<file path="src/rtl/horner_coeff_feeder.sv">
// rtl/horner_coeff_feeder.sv - coefficient table and sequencer feeding a Horner evaluator
module horner_coeff_feeder #(
  parameter int WIDTH   = 32,
  parameter int MAX_DEG = 5,
  parameter int IDX_W   = 3,
  parameter int TIMEOUT = 255
) (
  input  logic             clk,
  input  logic             rst,
  input  logic             cfg_we,
  input  logic [IDX_W-1:0] cfg_addr,
  input  logic [WIDTH-1:0] cfg_data,
  input  logic             start,
  input  logic [IDX_W-1:0] deg,
  input  logic [WIDTH-1:0] x_in,
  output logic             busy,
  output logic             done,
  output logic [WIDTH-1:0] result,
  output logic             error,
  output logic [WIDTH-1:0] h_x,
  output logic [WIDTH-1:0] h_cn,
  output logic             h_first,
  output logic             h_valid,
  input  logic [WIDTH-1:0] h_z,
  input  logic             h_z_valid
);

  localparam int CNT_W = $clog2(TIMEOUT + 1);
  localparam logic [IDX_W-1:0] MAX_IDX = IDX_W'(MAX_DEG);
  localparam logic [CNT_W-1:0] TMO     = CNT_W'(TIMEOUT);

  typedef enum logic [1:0] {S_IDLE, S_STREAM, S_WAIT, S_DONE} state_t;

  state_t           state, state_n;
  logic [IDX_W-1:0] idx, idx_n;
  logic [CNT_W-1:0] cnt, cnt_n, cnt_inc;
  logic             busy_n, done_n, error_n, h_valid_n, h_first_n, tbl_we;
  logic [WIDTH-1:0] result_n, h_x_n, h_cn_n;
  logic [WIDTH-1:0] tbl [MAX_DEG+1];

  assign cnt_inc = cnt + 1'b1;

  always_ff @(posedge clk or negedge rst) begin
    if (!rst) begin
      state   <= S_IDLE;
      idx     <= '0;
      cnt     <= '0;
      busy    <= 1'b0;
      done    <= 1'b0;
      error   <= 1'b0;
      h_valid <= 1'b0;
      h_first <= 1'b0;
      result  <= '0;
      h_x     <= '0;
      h_cn    <= '0;
      for (int i = 0; i <= MAX_DEG; i++) tbl[i] <= '0;
    end else begin
      state   <= state_n;
      idx     <= idx_n;
      cnt     <= cnt_n;
      busy    <= busy_n;
      done    <= done_n;
      error   <= error_n;
      h_valid <= h_valid_n;
      h_first <= h_first_n;
      result  <= result_n;
      h_x     <= h_x_n;
      h_cn    <= h_cn_n;
      if (tbl_we) tbl[cfg_addr] <= cfg_data;
    end
  end

  always_comb begin
    state_n   = state;
    idx_n     = idx;
    cnt_n     = cnt;
    busy_n    = busy;
    done_n    = 1'b0;
    error_n   = 1'b0;
    h_valid_n = h_valid;
    h_first_n = h_first;
    result_n  = result;
    h_x_n     = h_x;
    h_cn_n    = h_cn;
    tbl_we    = 1'b0;
    case (state)
      S_IDLE: begin
        // An accepted start wins over a table write in the same cycle.
        if (start && deg <= MAX_IDX) begin
          state_n   = S_STREAM;
          idx_n     = deg;
          h_x_n     = x_in;
          busy_n    = 1'b1;
          h_valid_n = 1'b1;
          h_first_n = 1'b1;
          h_cn_n    = tbl[deg];
        end else begin
          error_n = start;
          tbl_we  = cfg_we && (cfg_addr <= MAX_IDX);
        end
      end
      S_STREAM: begin
        h_first_n = 1'b0;
        if (idx == '0) begin
          state_n   = S_WAIT;
          h_valid_n = 1'b0;
          cnt_n     = '0;
        end else begin
          idx_n  = idx - 1'b1;
          h_cn_n = tbl[idx - 1'b1];
        end
      end
      S_WAIT: begin
        cnt_n = cnt_inc;
        // A result arriving on the timeout cycle is still captured.
        if (h_z_valid) begin
          state_n  = S_DONE;
          result_n = h_z;
          done_n   = 1'b1;
          busy_n   = 1'b0;
          cnt_n    = '0;
        end else if (cnt_inc == TMO) begin
          state_n = S_IDLE;
          error_n = 1'b1;
          busy_n  = 1'b0;
          cnt_n   = '0;
        end
      end
      default: state_n = S_IDLE;
    endcase
  end

endmodule

</file>
<file path="config.mk">
export PLATFORM = sky130hd
export DESIGN_NAME = horner_coeff_feeder
export DESIGN_NICKNAME = d
export VERILOG_FILES = /design/src/rtl/horner_coeff_feeder.sv
export SDC_FILE = /design/constraint.sdc
export NUM_CORES = 1
export LEC_CHECK = 0
export BUFFER_PORTS_ARGS = -buffer_cell sky130_fd_sc_hd__buf_2
export CAP_MARGIN = 20
export CORE_MARGIN = 2
export CORE_UTILIZATION = 52
export DETAILED_ROUTE_END_ITERATION = 10
export HOLD_SLACK_MARGIN = 0.12
export MAX_ROUTING_LAYER = met4
export PLACE_DENSITY = 0.76
export SETUP_SLACK_MARGIN = 0.5
export SLEW_MARGIN = 20
export SYNTH_ARGS = -nofsm -noshare
export SYNTH_HDL_FRONTEND = slang
export SYNTH_SLANG_ARGS = --single-unit
export TNS_END_PERCENT = 1
</file>
<file path="constraint.sdc">
create_clock -name clk -period 2.58 [get_ports clk]
set_clock_uncertainty 0.05 [all_clocks]
set_input_delay 0.516 -clock clk [delete_from_list [all_inputs] [get_ports clk]]
set_output_delay 0.516 -clock clk [all_outputs]
set_load 0.02 [all_outputs]
</file>
# --- Word-level counts from Yosys, hierarchy flattened ---
# Cells that the tools add are included.
op_classes:
  n_reduce_logical: 16
  mux: 39
  n_bitwise: 3
  eq_ne: 7
  add_sub_neg: 2
  magnitude_cmp: 6
op_table:
  columns: ["operator", "count"]
  rows:
  - ["$mux W32", 7]
  - ["$bmux W32 S3", 2]
  - ["$bwmux W192", 1]
  - ["$demux W32 S3", 1]
  - ["$pmux W32 S2", 1]
  - ["$mux W8", 3]
  - ["$pmux W8 S2", 1]
  - ["$ge A4 B4 Y1 const B", 3]
  - ["$not A3 Y4", 3]
  - ["$reduce_and A3 Y1", 4]
  - ["$mux W1", 11]
  - ["$add A8 B1 Y8 const B", 1]
  - ["$eq A8 B8 Y1 const B", 1]
  - ["$mux W2", 4]
  - ["$pmux W1 S2", 4]
  - ["$reduce_and A2 Y1", 4]
  - ["$le A3 B3 Y1 const B", 2]
  - ["$mux W3", 2]
  - ["$ne A2 B2 Y1 const B", 3]
  - ["$pmux W2 S3", 1]
  - ["$pmux W3 S2", 1]
  - ["$reduce_bool A2 Y1", 3]
  - ["$lt A4 B1 Y1 const B", 1]
  - ["$logic_and A1 B1 Y1", 3]
  - ["6 further kinds", 6]
word_totals:
  inputBits: 107
  word_cells: 90
  ff_bits: 306
  out_inout_bits: 101

# --- Logic depth before layout (Yosys ltp) ---
# Gate-level depths: netlist of the first run.
depth:
  ltp_word: 7
  depth_mapped: 12
  depth_no_buf: 7

# --- Least setup slack after synthesis of the first run ---
# No wires, ideal clock.
synth_path:
  path_kind: "reg2reg"
  startpoint: "reg idx[0]"
  endpoint: "reg h_cn[14]"
  required_ps: 2395
  path_buffers: 5
  stages_incl_launch_ff: 12
  period_less_slack_ps: 2836
  slack_ps: -256
  setup_time_ps: 135
  t_arrival_ps: 2651
  cell_sequence: "dfrtp_1 -> clkbuf_1 -> buf_2 -> buf_2 -> inv_1 -> ha_1 -> buf_2 -> clkbuf_1 -> mux4_2 -> a221o_1 -> o21ai_0 -> o21ai_0"
synth_via:
  elab_chain_len: 7
  elab_cells_between_ends: 10
  cone_classes: "add/sub (1); eq/ne (1); mux (5); bitwise (1); reduce/logical (2)"
synth_rtl:
  columns: ["item", "line_no", "text"]
  rows:
  - ["from (decl)", "35", "logic [IDX_W-1:0] idx, idx_n;"]
  - ["from (signal assigned)", "59", "idx <= idx_n;"]
  - ["$sub A3 B1 Y3", "110", "h_cn_n = tbl[idx - 1'b1];"]
  - ["$not A3 Y4 (not written as such)", "110", null]
  - ["$bmux W32 S3", "110", null]
  - ["$mux W32 (not written as such) (2 in a row)", "110", null]
  - ["$mux W32", "104", "if (idx == '0) begin"]
  - ["$pmux W32 S2", "86", "case (state)"]
  - ["to (signal assigned)", "68", "h_cn <= h_cn_n;"]
  - ["to (decl)", "21", "output logic [WIDTH-1:0] h_cn,"]
# Parallel ways exist; a longest one is shown, timed or not. The select of a mux whose other input is x is not followed.
# A chain may end at the register's enable or synchronous reset.

# --- Final worst setup path of the first run ---
layout_path:
  startpoint: "reg idx[0]"
  endpoint: "reg h_cn[15]"
# Same word-level chain as after synthesis.

==> results of run 1 <==
## through the flow
step / hold slack (ns) / cell area [sq um] / worst slack (ns) / cells
finish: 0.185 / 18300 / 0.445 / 1774
global route: 0.181 / 18300 / 0.412 / 1774
CTS: 0.172 / 18000 / 0.356 / 1756
detailed placement: 0.415 / 16700 / 0.195 / 1686
global placement: 0.409 / 16700 / 0.240 / 1686
floorplan: 0.170 / 15100 / 0.379 / 1144
## what timing repair did
| action | in CTS | in global routing |
|---|---|---|
| gates resized for setup | 3 | 54 |
| setup endpoints to repair | 220 | 141 |
| setup buffers | 8 | 7 |
| cloned | 0 | 6 |
| pin swaps | 2 | 8 |
| hold buffers | 1 | 0 |
| endpoints found under the hold margin | 49 | 0 |
## cell usage after synthesis (2+ instances only)
cell type    n  share of area
and4_1       2         0.0012
nor2_1      39         0.0098
o21ai_1      7         0.0023
nand3_1      6         0.0020
mux2_2     220           0.17
nand2b_1     7         0.0029
nor3_1       3         0.0010
nor3_2       2         0.0013
buf_2       22         0.0073
or3_1        3         0.0013
dfrtp_1    306           0.51
a21oi_1      4         0.0013
clkbuf_1    45          0.011
ha_1         4         0.0033
nand2_1     47          0.012
o21ai_0    103          0.034
o311ai_0     3         0.0018
nor2b_1      2        0.00083
or2_2        3         0.0013
mux2i_1    128          0.085
buf_6        6         0.0045
a31oi_1      2        0.00083
buf_4        9         0.0045
mux2_1       6         0.0045
and3_1       2        0.00083
o22ai_1     33          0.014
buf_1        6         0.0015
mux4_2      32          0.048
nand4_1      5         0.0021
a221o_1     32          0.021
inv_1        6         0.0015
mux2_4      30          0.030
## routing by layer
| layer | vias up | global-route usage | share of wire |
|---|---|---|---|
| met1 | 5494 | 0.344 | 0.43 |
| met4 | 0 | 0.0921 | 0.027 |
| met2 | 362 | 0.400 | 0.48 |
| met3 | 87 | 0.0491 | 0.057 |
| li1 | 4694 | - | - |
| met5 | - | - | 0 |
## worst max-delay path, delay by kind of cell (launching register included)
family          cells  cell delay (ns)
flops               1             0.53
compound gates      3             0.53
buf+inv             3             0.38
mux                 1             0.29
fa+ha+maj           1             0.23
## worst min-delay path by stage
| stage | start | end | slack [ns] | cells after the start |
|---|---|---|---|---|
| detailed placement | h_cn[7] | h_cn[7] | 0.41 | 2 |
| global placement | h_cn[5] | h_cn[5] | 0.41 | 2 |
| finish | x_in[30] | h_x[30] | 0.18 | 2 |
| global route | h_z[2] | result[2] | 0.18 | 2 |
| floorplan | rst | busy | 0.17 | 0 |
| CTS | x_in[30] | h_x[30] | 0.17 | 2 |
## power groups by stage
| stage | registers [uW] | logic [uW] | clock network [uW] |
|---|---|---|---|
| floorplan | 9080 | 6150 | 0 |
| global placement | 8400 | 9490 | 0 |
| detailed placement | 8560 | 9770 | 0 |
| CTS | 8520 | 10200 | 4930 |
| global route | 8880 | 12000 | 5130 |
| finish | 8600 | 11300 | 4860 |
## logic make-up (layout without fill, tap and decap cells)
group	count (synthesis)	in the layout	synth area share
AOI/OAI and AO/OA	192	192	0.0802
xor gates and xnor gates	2	2	0.00117
adders and majority gates	4	4	0.00334
buffers and inverters	94	335	0.0306
DFF	306	306	0.510
muxes	416	416	0.333
other	0	5	0
and+or+nand+nor	130	130	0.0412
## cell type report
class / count / share of cell area
Sequential cell: 306 / 0.418
Clock inverter: 8 / 0.00355
Antenna cell: 5 / 0.000683
Timing Repair Buffer: 268 / 0.107
Clock buffer: 53 / 0.0582
Inverter: 6 / 0.00137
Tap cell: 384 / 0.0262
Multi-Input combinational cell: 744 / 0.384
## state kept, by name (all words and copies together) (netlist names)
register	flops
busy	1
state	2
done	1
cnt	8
tbl	192
error	1
h_cn	32
h_valid	1
h_first	1
idx	3
h_x	32
result	32
==> impl_metrics.yaml, run 1 <==
detailed_routing:
  vias: 10600
  via_per_inst: 6.00
  drc_errors: 0
  ant_nets: 0
  drt_iter0_drc: 887
  totalWireLength_microns: 39500
  dr.pass1.iters: 7
  wl_per_cell_microns: 22.3
power_and_ir_drop:
  power_uw: 24700
  power.density_mw_per_mm2: 1350
  clkPwrFrac: 0.196
  power.switching_uw: 9110
  switching_share: 0.369
  p_int_uw: 15600
  pwr-share-seq: 0.348
  power_frac_comb: 0.456
  ir_worst_vdd_uv: 672
  p_leak_uw: 0.00856
worst_setup_path:
  reg2reg_slack_ns: 0.45
  arrival_ns: 2.47
  r2r-end: "h_cn[15]"
  worstSetupPathType: "reg -> reg"
  start_kind: "flip-flop"
  cp_slowest_stage_delay_ns: 0.53
  cp_max_fo: 11
  end_kind: "flip-flop"
  cp-startpoint: "idx[0]"
  required_ns: 2.91
  crit_slowest_cell: "dfrtp_4"
  critical_path.endpoint: "h_cn[15]"
  r2r_start: "idx[0]"
  cp_cell_sequence: "inv_4, ha_4, buf_12, buf_16, mux4_2, a221o_1, o21ai_2, o21ai_0"
  r2r_cells: 8
global_route:
  grt-ovfl-total: 0
  gr-usage-all-layers: 0.259
  grt_pass1_vias: 10800
  grt_max_degree: 85
  antenna_found_initial: 5
  grt_pass1_wl_microns: 60300
sta:
  setup_viol: 0
  min_period_ns: 2.13
  final-hold-violation-count: 0
  max_slew_margin: 0.669
  tightest_slew_ns: 0.495
  fin_crit_sh: 0.827
  fmax_mhz: 468
  fin_tns_setup_ns: 0
  finalMaxSlewViolations: 0
  rsz0062_at_grt: "true"
finish:
  fillers: 2205
  final_layout_size_suffix_gt1_frac: 0.459
  nNetsFinal: 1471
  regArea_sq_mm: 0.00766
  final_common_cell: "dfrtp_1"
  final_util: 0.641
  syn_to_final_growth_pct: 22.0
  final_cell_mix: "305 x dfrtp_1, 220 x mux2_2, 205 x buf_2"
  multiInputGateArea_sq_mm: 0.00703
synthesis:
  synth_seq_cells: 306
  synthCells: 1144
  synthDistinctLibCells: 51
  yosys_warnings: 0
  seq_area_frac_synth: 0.510
  syn_nets: 1255
  netlist_area_sq_mm: 0.0150
  synth_ff_type: "dfrtp_1"
  syn_area_per_cell_sq_um: 13.1
  synth-async-reset-ratio: 1.00
  synth_edf_count: 0
clock_tree:
  clock-root-buffer: "clkbuf_16"
  clock-sinks: 306
  cts-buffers-inserted: 34
  clkSlewWorstSetupHoldPaths_ns: 0.06
  insertion_delay_ns: 0.52
  htreeDepth: 2
  tritoncts: "yes"
  cts.path.max_buffers: 3
floorplanning:
  coreArea_sq_mm: 0.0285
  die_height_microns: 174
  ios: 208
  die_w_microns: 174
  start_util: 0.526
  row_count: 62
  die-area_sq_mm: 0.0302
placed_design:
  detailed_place_hpwl_microns: 23900
  gp_congestion: 0.817
  place.port_buffers: 207
outcome:
  status: "complete, no violations"
job:
  cap_viol_max_count: 0
min_path:
  hp-class: "in -> reg"
(Power assumes the default switching activity.)
==> run 2, diff against run 1 <==
--- a/config.mk
+++ b/config.mk
@@ -8,11 +8,11 @@
 export BUFFER_PORTS_ARGS = -buffer_cell sky130_fd_sc_hd__buf_2
 export CAP_MARGIN = 20
 export CORE_MARGIN = 2
-export CORE_UTILIZATION = 52
+export CORE_UTILIZATION = 55
 export DETAILED_ROUTE_END_ITERATION = 10
 export HOLD_SLACK_MARGIN = 0.12
 export MAX_ROUTING_LAYER = met4
-export PLACE_DENSITY = 0.76
+export PLACE_DENSITY = 0.77
 export SETUP_SLACK_MARGIN = 0.5
 export SLEW_MARGIN = 20
 export SYNTH_ARGS = -nofsm -noshare
==> constraint.sdc (replaced) <==
create_clock -name clk -period 2.2 [get_ports clk]
set_clock_uncertainty 0.05 [all_clocks]
set_input_delay 0.44 -clock clk [delete_from_list [all_inputs] [get_ports clk]]
set_output_delay 0.44 -clock clk [all_outputs]
set_load 0.02 [all_outputs]
==> impl_metrics.yaml, run 2 (synthesized netlist as in run 1, its figures left out) <==
sta:
  tightest_slew_ns: 0.593
  rsz0062_at_grt: "true"
  fin_crit_sh: 0.954
  max_slew_margin: 0.604
  setup_viol: 0
  fin_tns_setup_ns: 0
  final-hold-violation-count: 0
  min_period_ns: 2.10
  hold-worst-slack_ns: 0.124
  fmax_mhz: 477
  finalMaxSlewViolations: 0
finish:
  final_common_cell: "dfrtp_1"
  nNetsFinal: 1536
  final_layout_size_suffix_gt1_frac: 0.445
  final_cell_mix: "303 x dfrtp_1, 220 x mux2_2, 206 x buf_2"
  largest_reg_flops: 192
  top_register: "tbl"
  syn_to_final_growth_pct: 26.4
  final_area_sq_mm: 0.0190
worst_setup_path:
  cp_slowest_stage_delay_ns: 0.50
  cp_cell_sequence: "inv_4, ha_4, buf_4, buf_12, mux4_2, a221o_1, o21ai_0, o21ai_1"
  arrival_ns: 2.44
  r2r_cells: 8
  end_kind: "flip-flop"
  start_kind: "flip-flop"
  worstSetupPathType: "reg -> reg"
  crit_cells: 8
  required_ns: 2.54
  r2r-end: "h_cn[9]"
  cp-startpoint: "idx[0]"
  crit_family: "compound AO/OA/AOI/OAI gates"
  r2r_start: "idx[0]"
  crit_slowest_cell: "dfrtp_4"
  reg2reg_slack_ns: 0.10
  crit_buf_inv: 3
  cp_max_fo: 6
global_route:
  gr-usage-all-layers: 0.290
  grt_max_degree: 72
  grt_pass1_wl_microns: 62700
  antenna_found_initial: 4
  grt_pass1_vias: 11100
  grt-ovfl-total: 0
clock_tree:
  insertion_delay_ns: 0.51
  tritoncts: "yes"
  clkSlewWorstSetupHoldPaths_ns: 0.06
  htreeDepth: 2
  clock-root-buffer: "clkbuf_16"
  cts-buffers-inserted: 34
  cts.path.max_buffers: 3
  clock-sinks: 306
detailed_routing:
  drt_iter0_drc: 874
  via_per_inst: 6.16
  ant_nets: 0
  totalWireLength_microns: 40800
  dr.pass1.iters: 5
  wl_per_cell_microns: 22.8
  vias: 11000
  drc_errors: 0
min_path:
  hold_path_depth: 2
  hold_end: "h_x[9]"
  worstHoldStart: "x_in[9]"
  hp-class: "in -> reg"
floorplanning:
  coreArea_sq_mm: 0.0269
  die_w_microns: 169
  die_height_microns: 169
  start_util: 0.558
  die-area_sq_mm: 0.0286
  row_count: 60
  ios: 208
power_and_ir_drop:
  power_uw: 29200
  p_leak_uw: 0.00889
  ir_worst_vdd_uv: 922
  power.density_mw_per_mm2: 1540
placed_design:
  dpl-instance-area_sq_mm: 0.0169
  place.port_buffers: 207
  gp_congestion: 0.820
  detailed_place_hpwl_microns: 23800
job:
  cap_viol_max_count: 0
outcome:
  status: "complete, no violations"
-- run 2: cell count changes in the layout (fill, tap and decap cells not counted), sizes merged --
cell / previous run / this run
diode: 5 / 4
clkinv: 7 / 4
buf: 261 / 274
clkbuf: 59 / 56
dlygate4sd3: 1 / 53
bufbuf: 0 / 4
-- run 2: worst max path at each step --
stage | to | slack (ns)
4_1_cts | h_cn[28] | 0.15
5_1_grt | h_cn[4] | 0.08
3_5_place_dp | tbl[75] | 0.05
3_3_place_gp | tbl[72] | 0.1
6_report | h_cn[9] | 0.10
2_1_floorplan | h_cn[15] | -0.0008
-- run 2: final cells by class --
class                   instances  area [sq um]
well taps                     341           427
diodes                          4          10.0
fillers                      1773          7910
flip-flops and latches        306          7660
multi-input cells             744          7050
inverters                       6          25.0
clock inverters                 5          53.8
repair buffers                333          2670
clock buffers                  54          1070
-- run 2: worst reg2reg max path, cell delays in order (launching register included) --
cell	delay [ns]
dfrtp_4	0.50
inv_4	0.07
ha_4	0.20
buf_4	0.16
buf_12	0.14
mux4_2	0.28
a221o_1	0.32
o21ai_0	0.15
o21ai_1	0.10
-- run 2: through the flow --
step | setup WS (ns) | instances | utilization
3_5_place_dp | 0.0546 | 1658 | 0.627
2_1_floorplan | -0.000850 | 1144 | -
4_1_cts | 0.152 | 1779 | 0.697
6_report | 0.102 | 1793 | 0.706
3_3_place_gp | 0.0973 | 1658 | 0.627
5_1_grt | 0.0826 | 1793 | 0.706
-- run 2: timing repair --
| item | CTS | global route |
|---|---|---|
| pin swaps | 3 | 9 |
| cloned | 5 | 2 |
| endpoints found under the setup margin | 239 | 273 |
| buffers inserted | 8 | 4 |
| hold buffers | 49 | 4 |
| hold endpoints to repair | 105 | 4 |
| resized for setup | 19 | 33 |
-- run 2: metal layers --
metal  track usage  routed length, microns
met4        0.0936                    1190
met5             -                       0
met3        0.0548                    2620
met1         0.383                   16900
met2         0.457                   20100
-- run 2: power by group --
| group | total (uW) | switching [uW] | internal (uW) | leakage, uW |
|---|---|---|---|---|
| sequential | 10100 | 1870 | 8230 | 0.00382 |
| combinational | 13400 | 6470 | 6910 | 0.00451 |
| clock | 5680 | 2230 | 3450 | 0.000554 |
| total | 29200 | 10600 | 18600 | 0.00889 |
==> run 3, diff against run 2 <==
==> constraint.sdc (replaced) <==
create_clock -name clk -period 2.09 [get_ports clk]
set_clock_uncertainty 0.05 [all_clocks]
set_input_delay 0.418 -clock clk [delete_from_list [all_inputs] [get_ports clk]]
set_output_delay 0.418 -clock clk [all_outputs]
set_load 0.02 [all_outputs]
==> impl_metrics.yaml, run 3 (synthesized netlist as in run 1, its figures left out) <==
outcome:
  status: "finished with violations"
  violations: "negative setup slack"
worst_setup_path:
  cp-startpoint: "idx[0]"
  required_ns: 2.42
  end_kind: "flip-flop"
  cp_max_fo: 5
  arrival_ns: 2.46
  r2r_start: "idx[0]"
  worstSetupPathType: "reg -> reg"
  start_kind: "flip-flop"
global_route:
  antenna_found_initial: 2
  gr-usage-all-layers: 0.303
  grt_max_degree: 63
  grt_pass1_vias: 11600
  grt-ovfl-total: 0
  grt_pass1_wl_microns: 66100
placed_design:
  detailed_place_hpwl_microns: 24500
  dp.cells: 1670
  place.port_buffers: 207
  dp_slack_ns: 0.00393
  gp_congestion: 0.832
sta:
  fin_crit_sh: 1.01
  min_period_ns: 2.12
  setup_viol: 3
  tightest_slew_ns: 0.551
  fin_tns_setup_ns: -0.0648
  fin_ws_ns: -0.0312
  fmax_mhz: 471
  finalMaxSlewViolations: 0
  final-hold-violation-count: 0
  rsz0062_at_grt: "true"
  max_slew_margin: 0.632
power_and_ir_drop:
  power.density_mw_per_mm2: 1640
  ir_worst_vdd_uv: 1110
  p_leak_uw: 0.00966
clock_tree:
  clock-root-buffer: "clkbuf_16"
  clock-sinks: 306
  cts-buffers-inserted: 34
  insertion_delay_ns: 0.52
  tritoncts: "yes"
  cts.path.max_buffers: 3
  clkSlewWorstSetupHoldPaths_ns: 0.06
  htreeDepth: 2
floorplanning:
  coreArea_sq_mm: 0.0269
  ios: 208
  die_height_microns: 169
  die-area_sq_mm: 0.0286
  die_w_microns: 169
  start_util: 0.558
  row_count: 60
finish:
  final_util: 0.747
  top_register: "tbl"
  final_layout_size_suffix_gt1_frac: 0.477
  final_cell_mix: "303 x dfrtp_1, 201 x buf_2, 198 x mux2_4"
  largest_reg_flops: 192
  layout.cells.non_filler: 1829
  nNetsFinal: 1577
  syn_to_final_growth_pct: 33.9
  final_common_cell: "dfrtp_1"
min_path:
  hp-class: "in -> reg"
  worstHoldStart: "x_in[23]"
detailed_routing:
  drc_errors: 0
  drt_iter0_drc: 910
  dr.pass1.iters: 5
  via_per_inst: 6.33
  ant_nets: 0
  vias: 11600
  totalWireLength_microns: 45200
  wl_per_cell_microns: 24.7
job:
  cap_viol_max_count: 0
==> run 3: cell types whose count changed in the layout (fill, tap and decap cells not counted), moves of 8 or more <==
cell | before | now
buf_6 | 5 | 16
o21ai_0 | 76 | 43
mux2_4 | 30 | 198
mux2_2 | 220 | 58
o21ai_2 | 5 | 24
dlygate4sd3_1 | 53 | 61
buf_4 | 32 | 55
o21ai_1 | 29 | 43
==> run 3: cell type report <==
| class | count | area [sq um] |
|---|---|---|
| multi-input combinational | 744 | 7790 |
| sequential | 306 | 7660 |
| fill | 1581 | 6790 |
| timing repair buffer | 374 | 3080 |
| clock buffer | 47 | 993 |
| tap | 341 | 427 |
| clock inverter | 9 | 104 |
| inverter | 6 | 25.0 |
| antenna | 2 | 5.00 |
==> run 3: power by group <==
| part | switching (uW) | internal (uW) | leakage [uW] |
|---|---|---|---|
| sequential | 2180 | 8660 | 0.00382 |
| clock | 2390 | 3560 | 0.000534 |
| combinational | 7460 | 8600 | 0.00530 |
==> run 3: routing by layer <==
metal / vias up / wire length (microns) / GRT usage / share of wire
li1: 4897 / - / - / -
met1: 6022 / 18500 / 0.413 / 0.41
met2: 520 / 22500 / 0.474 / 0.50
met3: 135 / 2720 / 0.0438 / 0.060
met4: 0 / 1440 / 0.102 / 0.032
met5: - / 0 / - / 0
==> run 3: critical path: stages, from the launching register on <==
cell and delay, ns:
dfrtp_4 0.46, inv_4 0.06, ha_4 0.32, buf_6 0.15, clkbuf_16 0.15, mux4_2 0.28, a221o_1 0.32, o21ai_1 0.10
o21ai_1 0.10
==> run 3: through the flow <==
step | power [uW] | area, sq um | hold slack (ns)
after floorplan | 18800 | 15100 | 0.0724
after global placement | 22500 | 16900 | 0.363
after detailed placement | 23000 | 16900 | 0.365
after CTS | 30500 | 19500 | 0.125
after global routing | 34300 | 20100 | 0.125
final | 32900 | 20100 | 0.133
==> run 3: final timing paths <==
kind,end,depth (start not counted),slack [ns]
setup / recovery,h_cn[25],8,-0.03
hold / removal,h_x[23],2,0.13
setup reg to reg,h_cn[25],8,-0.03
hold reg to reg,h_cn[26],2,0.43
max in group asynchronous,h_x[21],3,0.87
min in group asynchronous,tbl[61],2,0.42
==> run 3: repair_timing <==
action	4_1_cts	5_1_grt
gates resized for setup	225	87
hold endpoints to repair	113	0
cloned	1	4
pin swaps	42	54
endpoints found under the setup margin	271	279
hold buffers	61	0
setup buffers	1	34
